**config.mk**
```make
export PLATFORM = sky130hd
export DESIGN_NAME = uart_rx_flat
export DESIGN_NICKNAME = d
export VERILOG_FILES = /design/src/rtl/uart_rx_if.sv /design/src/rtl/uart_rx.sv /design/src/flat_wrapper.sv
export SDC_FILE = /design/constraint.sdc
export NUM_CORES = 1
export LEC_CHECK = 0
export ABC_CLOCK_PERIOD_IN_PS = 3460
export BUFFER_PORTS_ARGS = -buffer_cell sky130_fd_sc_hd__buf_2
export CORE_MARGIN = 3
export CORE_UTILIZATION = 40
export DETAILED_ROUTE_END_ITERATION = 10
export HOLD_SLACK_MARGIN = 0.05
export PLACE_DENSITY = 0.54
export SLEW_MARGIN = 20
export SYNTH_ARGS = -nofsm -noshare
export SYNTH_HDL_FRONTEND = slang
export SYNTH_SLANG_ARGS = --single-unit
```
**constraint.sdc**
```tcl
create_clock -name clk -period 3.46 [get_ports clk]
set_clock_uncertainty 0.05 [all_clocks]
set_input_delay 0.519 -clock clk [delete_from_list [all_inputs] [get_ports clk]]
set_output_delay 0.519 -clock clk [all_outputs]
set_load 0.005 [all_outputs]
```
**src/rtl/uart_rx_if.sv**
```systemverilog
// Byte-delivery handshake between uart_rx (master) and its consumer (slave).
interface uart_rx_if;
  logic [7:0] rx_data;
  logic       rx_valid;
  logic       rx_ready;

  modport master (output rx_data, output rx_valid, input  rx_ready);
  modport slave  (input  rx_data, input  rx_valid, output rx_ready);
endinterface

```
**src/rtl/uart_rx.sv**
```systemverilog
// 8-bit UART receiver, 1 start / 8 data (LSB first) / 1 stop, with sticky error flags.
// Define UART_RX_PARITY_EN to expect one even-parity bit between data and stop.
module uart_rx #(
  parameter int CLKS_PER_BIT = 51
) (
  input  logic clk,
  input  logic rst_n,
  input  logic rx,
  input  logic err_clr,
  output logic frame_err,
  output logic overrun_err,
  output logic parity_err,
  uart_rx_if.master rx_if
);

  typedef enum logic [2:0] {IDLE, START, DATA, PARITY, STOP} state_e;

  localparam logic [9:0] HALF_BIT = 10'(CLKS_PER_BIT / 2);
  localparam logic [9:0] FULL_BIT = 10'(CLKS_PER_BIT);

  logic       rx_meta_q, rxs_q, rxs_prev_q;
  state_e     state_q, state_d;
  logic [9:0] cnt_q, cnt_d;
  logic [2:0] bit_idx_q, bit_idx_d;
  logic [7:0] shift_q, shift_d;
  logic [7:0] rx_data_q, rx_data_d;
  logic       load_q, load_d;
  logic       rx_valid_q, rx_valid_d;
  logic       frame_err_q, frame_err_d;
  logic       overrun_err_q, overrun_err_d;
  logic       frame_set, overrun_set;
  logic       tick;

`ifdef UART_RX_PARITY_EN
  logic par_bad_q, par_bad_d;
  logic parity_err_q, parity_err_d;
  logic par_set;
`endif

  // Counter expiry marks the mid-bit sampling point.
  assign tick = (cnt_q == 10'd1);

  // NOTE: every always_comb output gets a default first so no path leaves it unassigned (no latches).
  always_comb begin
    state_d     = state_q;
    cnt_d       = cnt_q;
    bit_idx_d   = bit_idx_q;
    shift_d     = shift_q;
    load_d      = 1'b0;
    rx_data_d   = rx_data_q;
    rx_valid_d  = rx_valid_q;
    frame_set   = 1'b0;
    overrun_set = 1'b0;
`ifdef UART_RX_PARITY_EN
    par_bad_d   = par_bad_q;
    par_set     = 1'b0;
`endif

    case (state_q)
      IDLE: begin
        if (rxs_prev_q && !rxs_q) begin
          cnt_d   = HALF_BIT;
          state_d = START;
        end
      end
      START: begin
        if (!tick) begin
          cnt_d = cnt_q - 10'd1;
        end else if (!rxs_q) begin
          cnt_d     = FULL_BIT;
          bit_idx_d = 3'd0;
          state_d   = DATA;
        end else begin
          state_d = IDLE;
        end
      end
      DATA: begin
        if (!tick) begin
          cnt_d = cnt_q - 10'd1;
        end else begin
          shift_d   = {rxs_q, shift_q[7:1]};
          cnt_d     = FULL_BIT;
          bit_idx_d = bit_idx_q + 3'd1;
          if (bit_idx_q == 3'd7) begin
`ifdef UART_RX_PARITY_EN
            state_d = PARITY;
`else
            state_d = STOP;
`endif
          end
        end
      end
`ifdef UART_RX_PARITY_EN
      PARITY: begin
        if (!tick) begin
          cnt_d = cnt_q - 10'd1;
        end else begin
          par_bad_d = ^{shift_q, rxs_q};
          par_set   = par_bad_d;
          cnt_d     = FULL_BIT;
          state_d   = STOP;
        end
      end
`endif
      STOP: begin
        if (!tick) begin
          cnt_d = cnt_q - 10'd1;
        end else begin
          state_d = IDLE;
          if (!rxs_q) begin
            frame_set = 1'b1;
          end else begin
`ifdef UART_RX_PARITY_EN
            load_d = !par_bad_q;
`else
            load_d = 1'b1;
`endif
          end
        end
      end
      default: state_d = IDLE;
    endcase

    // A load in the same cycle as a handshake wins and is not an overrun.
    if (load_q) begin
      rx_data_d   = shift_q;
      rx_valid_d  = 1'b1;
      overrun_set = rx_valid_q && !rx_if.rx_ready;
    end else if (rx_valid_q && rx_if.rx_ready) begin
      rx_valid_d = 1'b0;
    end

    frame_err_d   = frame_set   | (frame_err_q   & ~err_clr);
    overrun_err_d = overrun_set | (overrun_err_q & ~err_clr);
`ifdef UART_RX_PARITY_EN
    parity_err_d  = par_set     | (parity_err_q  & ~err_clr);
`endif
  end

  // NOTE: sequential state uses non-blocking assignments so all flops update from pre-edge values.
  always_ff @(posedge clk or negedge rst_n) begin
    if (!rst_n) begin
      rx_meta_q     <= 1'b1;
      rxs_q         <= 1'b1;
      rxs_prev_q    <= 1'b1;
      state_q       <= IDLE;
      cnt_q         <= '0;
      bit_idx_q     <= '0;
      shift_q       <= '0;
      load_q        <= 1'b0;
      rx_data_q     <= '0;
      rx_valid_q    <= 1'b0;
      frame_err_q   <= 1'b0;
      overrun_err_q <= 1'b0;
`ifdef UART_RX_PARITY_EN
      par_bad_q     <= 1'b0;
      parity_err_q  <= 1'b0;
`endif
    end else begin
      rx_meta_q     <= rx;
      rxs_q         <= rx_meta_q;
      rxs_prev_q    <= rxs_q;
      state_q       <= state_d;
      cnt_q         <= cnt_d;
      bit_idx_q     <= bit_idx_d;
      shift_q       <= shift_d;
      load_q        <= load_d;
      rx_data_q     <= rx_data_d;
      rx_valid_q    <= rx_valid_d;
      frame_err_q   <= frame_err_d;
      overrun_err_q <= overrun_err_d;
`ifdef UART_RX_PARITY_EN
      par_bad_q     <= par_bad_d;
      parity_err_q  <= parity_err_d;
`endif
    end
  end

  assign rx_if.rx_data  = rx_data_q;
  assign rx_if.rx_valid = rx_valid_q;
  assign frame_err      = frame_err_q;
  assign overrun_err    = overrun_err_q;
`ifdef UART_RX_PARITY_EN
  assign parity_err     = parity_err_q;
`else
  assign parity_err     = 1'b0;
`endif

endmodule

```
**src/flat_wrapper.sv**
```systemverilog
// flat-port wrapper written by rule: the top's interface ports become plain ports
module uart_rx_flat 
#(
  parameter int CLKS_PER_BIT = 51
)
  (clk, rst_n, rx, err_clr, frame_err, overrun_err, parity_err, rx_if_rx_data, rx_if_rx_valid, rx_if_rx_ready);
  uart_rx_if rx_if_i ();
  input  logic clk;
  input  logic rst_n;
  input  logic rx;
  input  logic err_clr;
  output logic frame_err;
  output logic overrun_err;
  output logic parity_err;
  output wire logic [$bits(rx_if_i.rx_data)-1:0] rx_if_rx_data;
  output wire logic [$bits(rx_if_i.rx_valid)-1:0] rx_if_rx_valid;
  input wire logic [$bits(rx_if_i.rx_ready)-1:0] rx_if_rx_ready;
  assign rx_if_rx_data = rx_if_i.rx_data;
  assign rx_if_rx_valid = rx_if_i.rx_valid;
  assign rx_if_i.rx_ready = rx_if_rx_ready;
  uart_rx #(.CLKS_PER_BIT(CLKS_PER_BIT)) u_core (.clk(clk), .rst_n(rst_n), .rx(rx), .err_clr(err_clr), .frame_err(frame_err), .overrun_err(overrun_err), .parity_err(parity_err), .rx_if(rx_if_i));
endmodule
```
**Yosys cells after proc, flatten, opt, wreduce, memory -nomap -nowiden**

Index checks and enable logic that the tools add are counted.
Widths: inputs -> output; s select.

- Output and inout bits: 12
- Input port bits: 5
- Flip-flop bits (word level): 39

- $add $sub $neg: 2
- Mux-type cells: 26
- Eq/ne operators: 13
- Reduce and logical (&&, ||, !) cells: 13
- Bitwise operators: 5

Operators by type and width:

| cell | count |
|---|---|
| $mux 10 | 5 |
| $pmux 10 s4 | 1 |
| $mux 3 | 8 |
| $pmux 3 s4 | 1 |
| $eq 10x1->1 const B | 1 |
| $ne 2x1->1 const B | 5 |
| $sub 10x1->10 const B | 1 |
| $mux 1 | 9 |
| $reduce_and 4->1 | 2 |
| $eq 3x3->1 const B | 2 |
| $pmux 3 s2 | 1 |
| $reduce_and 5->1 | 1 |
| $ne 2x2->1 const B | 2 |
| $reduce_bool 2->1 | 2 |
| $reduce_bool 4->1 | 1 |
| $add 3x1->3 const B | 1 |
| $eq 3x1->1 const B | 1 |
| $eq 3x2->1 const B | 1 |
| $logic_and 1x1->1 | 3 |
| $logic_not 3->1 | 1 |
| $ne 3x3->1 const B | 1 |
| $and 1x1->1 | 2 |
| $logic_not 1->1 | 2 |
| $mux 2 | 1 |
| 3 further kinds | 4 |

**Longest topological paths before layout**

- Depth in word-level cells: 4
- Depth in mapped cells: 7
- Depth with buffers taken out: 6

**Least setup slack after synthesis**

No wires, ideal clock.

- Kind: flip-flop to flip-flop
- From: register u_core.cnt_q[4]
- To: register u_core.shift_q[0]
- Slack: 1533 ps
- Arrival time: 1752 ps
- Stages on the path, launching flop included: 7
- Path buffers: 2
- Required time: 3285 ps
- Period minus slack after synthesis: 1927 ps
- Library setup time: 125 ps
- Cells stage by stage: dfrtp_1 clkbuf_1 nor4_4 nand3_2 or3_1 buf_6 mux2_4

- Cells in the longest elaborated chain, start to end: 2

RTL lines:

| what | RTL line | text |
|---|---|---|
| start: declaration | uart_rx.sv:23 | `logic [9:0] cnt_q, cnt_d;` |
| start signal: assignment | uart_rx.sv:164 | `cnt_q <= cnt_d;` |
| $eq 10x1->1 | uart_rx.sv:41 | `assign tick = (cnt_q == 10'd1);` |
| $reduce_and 2->1 (no line) | -- |  |
| end signal: assignment | uart_rx.sv:166 | `shift_q <= shift_d;` |
| end: declaration | uart_rx.sv:25 | `logic [7:0] shift_q, shift_d;` |

Every way passes these cells.
A chain may end at the register's enable or synchronous reset.

**Final worst setup path**

- From: register u_core.cnt_q[2]
- To: register u_core.shift_q[5]

Same word-level chain as after synthesis.

==> flow_summary.toml <==
[floorplan]
die_area_sq_mm = 0.00562
die_w_microns = 75.0
rows = 24
initial_utilization = 0.425
die_y_microns = 75.0
ios = 17
core_sq_mm = 0.00447

[synth]
synth-async-reset-ratio = 1.00
ys_ff_latch = 39
synth_warnings = 0
synth_top_area_share = 0.473
synthDistinctLibCells = 49
syn_nets = 173
synth.area.top_cells = "dfrtp_1 (47%), mux2_4 (6.3%), mux2_2 (5.3%)"
avgSynthCellArea_sq_um = 11.6
yosysTopAreaCell = "dfrtp_1"
netlist_area_sq_mm = 0.00190
synth_ff_type = "dfrtp_1"
seq_area_frac_synth = 0.515
synth_enable_flop_cells = 0
yosysMostFrequentCell = "dfrtp_1"
synthTopCellsByCount = "dfrtp_1 (36), inv_1 (10), mux2_2 (9)"
synthCells = 164

[power]
irDropWorstVdd_v = 0.000254
p_per_area_mw_per_mm2 = 661
p_leak_nw = 1.03
p_total_mw = 1.41

[status]
outcome = "completed"

[clock_tree]
root_buffer = "clkbuf_8"
cts_tree = "built"
insertion_delay_ns = 0.29
cts.htree.levels = 2
cts_buffers = 5
hold_buffers = 0
clk_pin_slew_ns = 0.07
clock_path_buffers = 2
ctsResizeCount = 0
post_cts_buffers = 0
clkSinkCount = 39

[sta]
fin_crit_ns = 2.55
worst_pin_slew_ns = 0.956
relSlewSlack = 0.361
final_hold_viol_count = 0
tns_ns = 0
slew_viol_final = 0
rsz0062_at_grt = "false"
fmax_mhz = 392
period_share = 0.737
setup_viol = 0

[detailed_routing]
vias = 1269
firstDrtPassIters = 4
viasPerCell = 5.52
drt_iter0_drc = 83
antenna_left = 0
wire_per_inst_microns = 15.4
wl_mm = 3.54
drcViolationCount = 0

[placed_design]
dp.final_hpwl_mm = 2.47
place_congestion = 0.772
io_buffers = 15

[global_routing]
grt_pass1_vias = 1307
track_usage = 0.145
grt_overflow = 0
grt_max_degree = 40
grt_pass1_wl_mm = 6.20
antenna_found_initial = 0

[run]
drv_cap = 0

[critical_path]
cp-end-kind = "flop"
criticalPathCategory = "reg2reg"
rrSetupSlack_ns = 0.91
cp-start-kind = "flop"
cp_max_fo = 14
cp.required_ns = 3.59
cp.arrival_ns = 2.68

[cells_and_area]
layout.nets = 186
fillers = 422
regArea_sq_um = 980
multi_input_comb_area_sq_um = 840
syn2layout_area_growth_pct = 11.9
drive_above_1_share = 0.258
diodes = 0

[hold_path]
hold_class = "in2reg"
==> routing by layer <==
metal | track usage | vias up | part of all wire | wire length [microns]
li1 | - | 624 | - | -
met1 | 0.200 | 610 | 0.49 | 1740
met2 | 0.215 | 27 | 0.45 | 1590
met3 | 0.0441 | 8 | 0.039 | 137
met4 | 0.0553 | 0 | 0.019 | 67
met5 | 0 | - | 0 | 0
==> power breakdown <==
group,switching [mW],internal [mW]
combinational,0.221,0.154
clock,0.156,0.288
sequential,0.0771,0.512
==> registers in the layout, summed over array words and instances, names as in the netlist <==
name and cells:
u_core.cnt_q 10, u_core.rx_if.rx_data 8, u_core.shift_q 8, u_core.bit_idx_q 3
u_core.state_q 3, u_core.frame_err 1, u_core.load_q 1, u_core.overrun_err 1
u_core.rx_if.rx_valid 1, u_core.rx_meta_q 1, u_core.rxs_prev_q 1, u_core.rxs_q 1
==> critical path: stages (launching register included) <==
cell     delay (ns)
dfrtp_1        0.44
nor3_1         0.48
nand3_2        0.37
or3_1          0.71
mux2_4         0.39
==> cells in the final DEF (no fill, tap or decap), drive strengths merged, types with 4 or more instances in the layout <==
cell type | netlist | routed
inv | 10 | 10
nor2 | 5 | 5
nand2 | 6 | 6
o21ai | 5 | 5
a21oi | 7 | 7
buf | 3 | 15
nor3 | 5 | 5
ha | 4 | 4
o22ai | 4 | 4
dfrtp | 36 | 36
mux2 | 17 | 17
clkbuf | 6 | 6
nor4 | 4 | 4
a21o | 4 | 4
==> logic make-up (layout without fill, tap and decap cells) <==
kind of cell    after synthesis  in the layout  share of synthesized area
other cells                   1              1                    0.00197
buf+inv                      19             33                     0.0440
simple gates                 42             42                      0.140
fa+ha+maj                     5              5                     0.0316
flops                        39             39                      0.515
compound gates               40             40                      0.147
mux                          17             17                      0.116
xor+xnor                      1              1                    0.00460
==> area by class of cell <==
type | instances | area share
clock inverter | 2 | 0.0282
sequential | 39 | 0.460
multi-input combinational | 106 | 0.394
clock buffer | 6 | 0.0341
timing repair buffer | 15 | 0.0353
inverter | 10 | 0.0176
tap | 52 | 0.0306
==> path summary, 6_finish.rpt <==
| kind | endpoint | depth (start not counted) | startpoint |
|---|---|---|---|
| worst max-delay path | u_core.shift_q[5]$_DFFE_PN0P_ | 4 | u_core.cnt_q[2]$_DFFE_PN0P_ |
| worst min-delay path | u_core.rx_meta_q$_DFF_PN1_ | 1 | rx |
| worst max register to register | u_core.shift_q[5]$_DFFE_PN0P_ | 4 | u_core.cnt_q[2]$_DFFE_PN0P_ |
| worst min register to register | u_core.rxs_q$_DFF_PN1_ | 0 | u_core.rx_meta_q$_DFF_PN1_ |
| max in group asynchronous | u_core.cnt_q[7]$_DFFE_PN0P_ | 1 | rst_n |
| min in group asynchronous | u_core.cnt_q[5]$_DFFE_PN0P_ | 1 | rst_n |
==> metrics by stage <==
stage               worst slack [ns]  instance area, sq um  cells   util  hold WS [ns]
floorplan                       1.53                  1900    164      -         0.173
global placement               0.892                  2000    222  0.446         0.297
detailed placement             0.941                  2000    222  0.446         0.297
CTS                            0.934                  2130    230  0.476         0.261
global route                   0.727                  2130    230  0.476         0.263
finish                         0.909                  2130    230  0.476         0.275
Power figures use the tool's default switching activity.
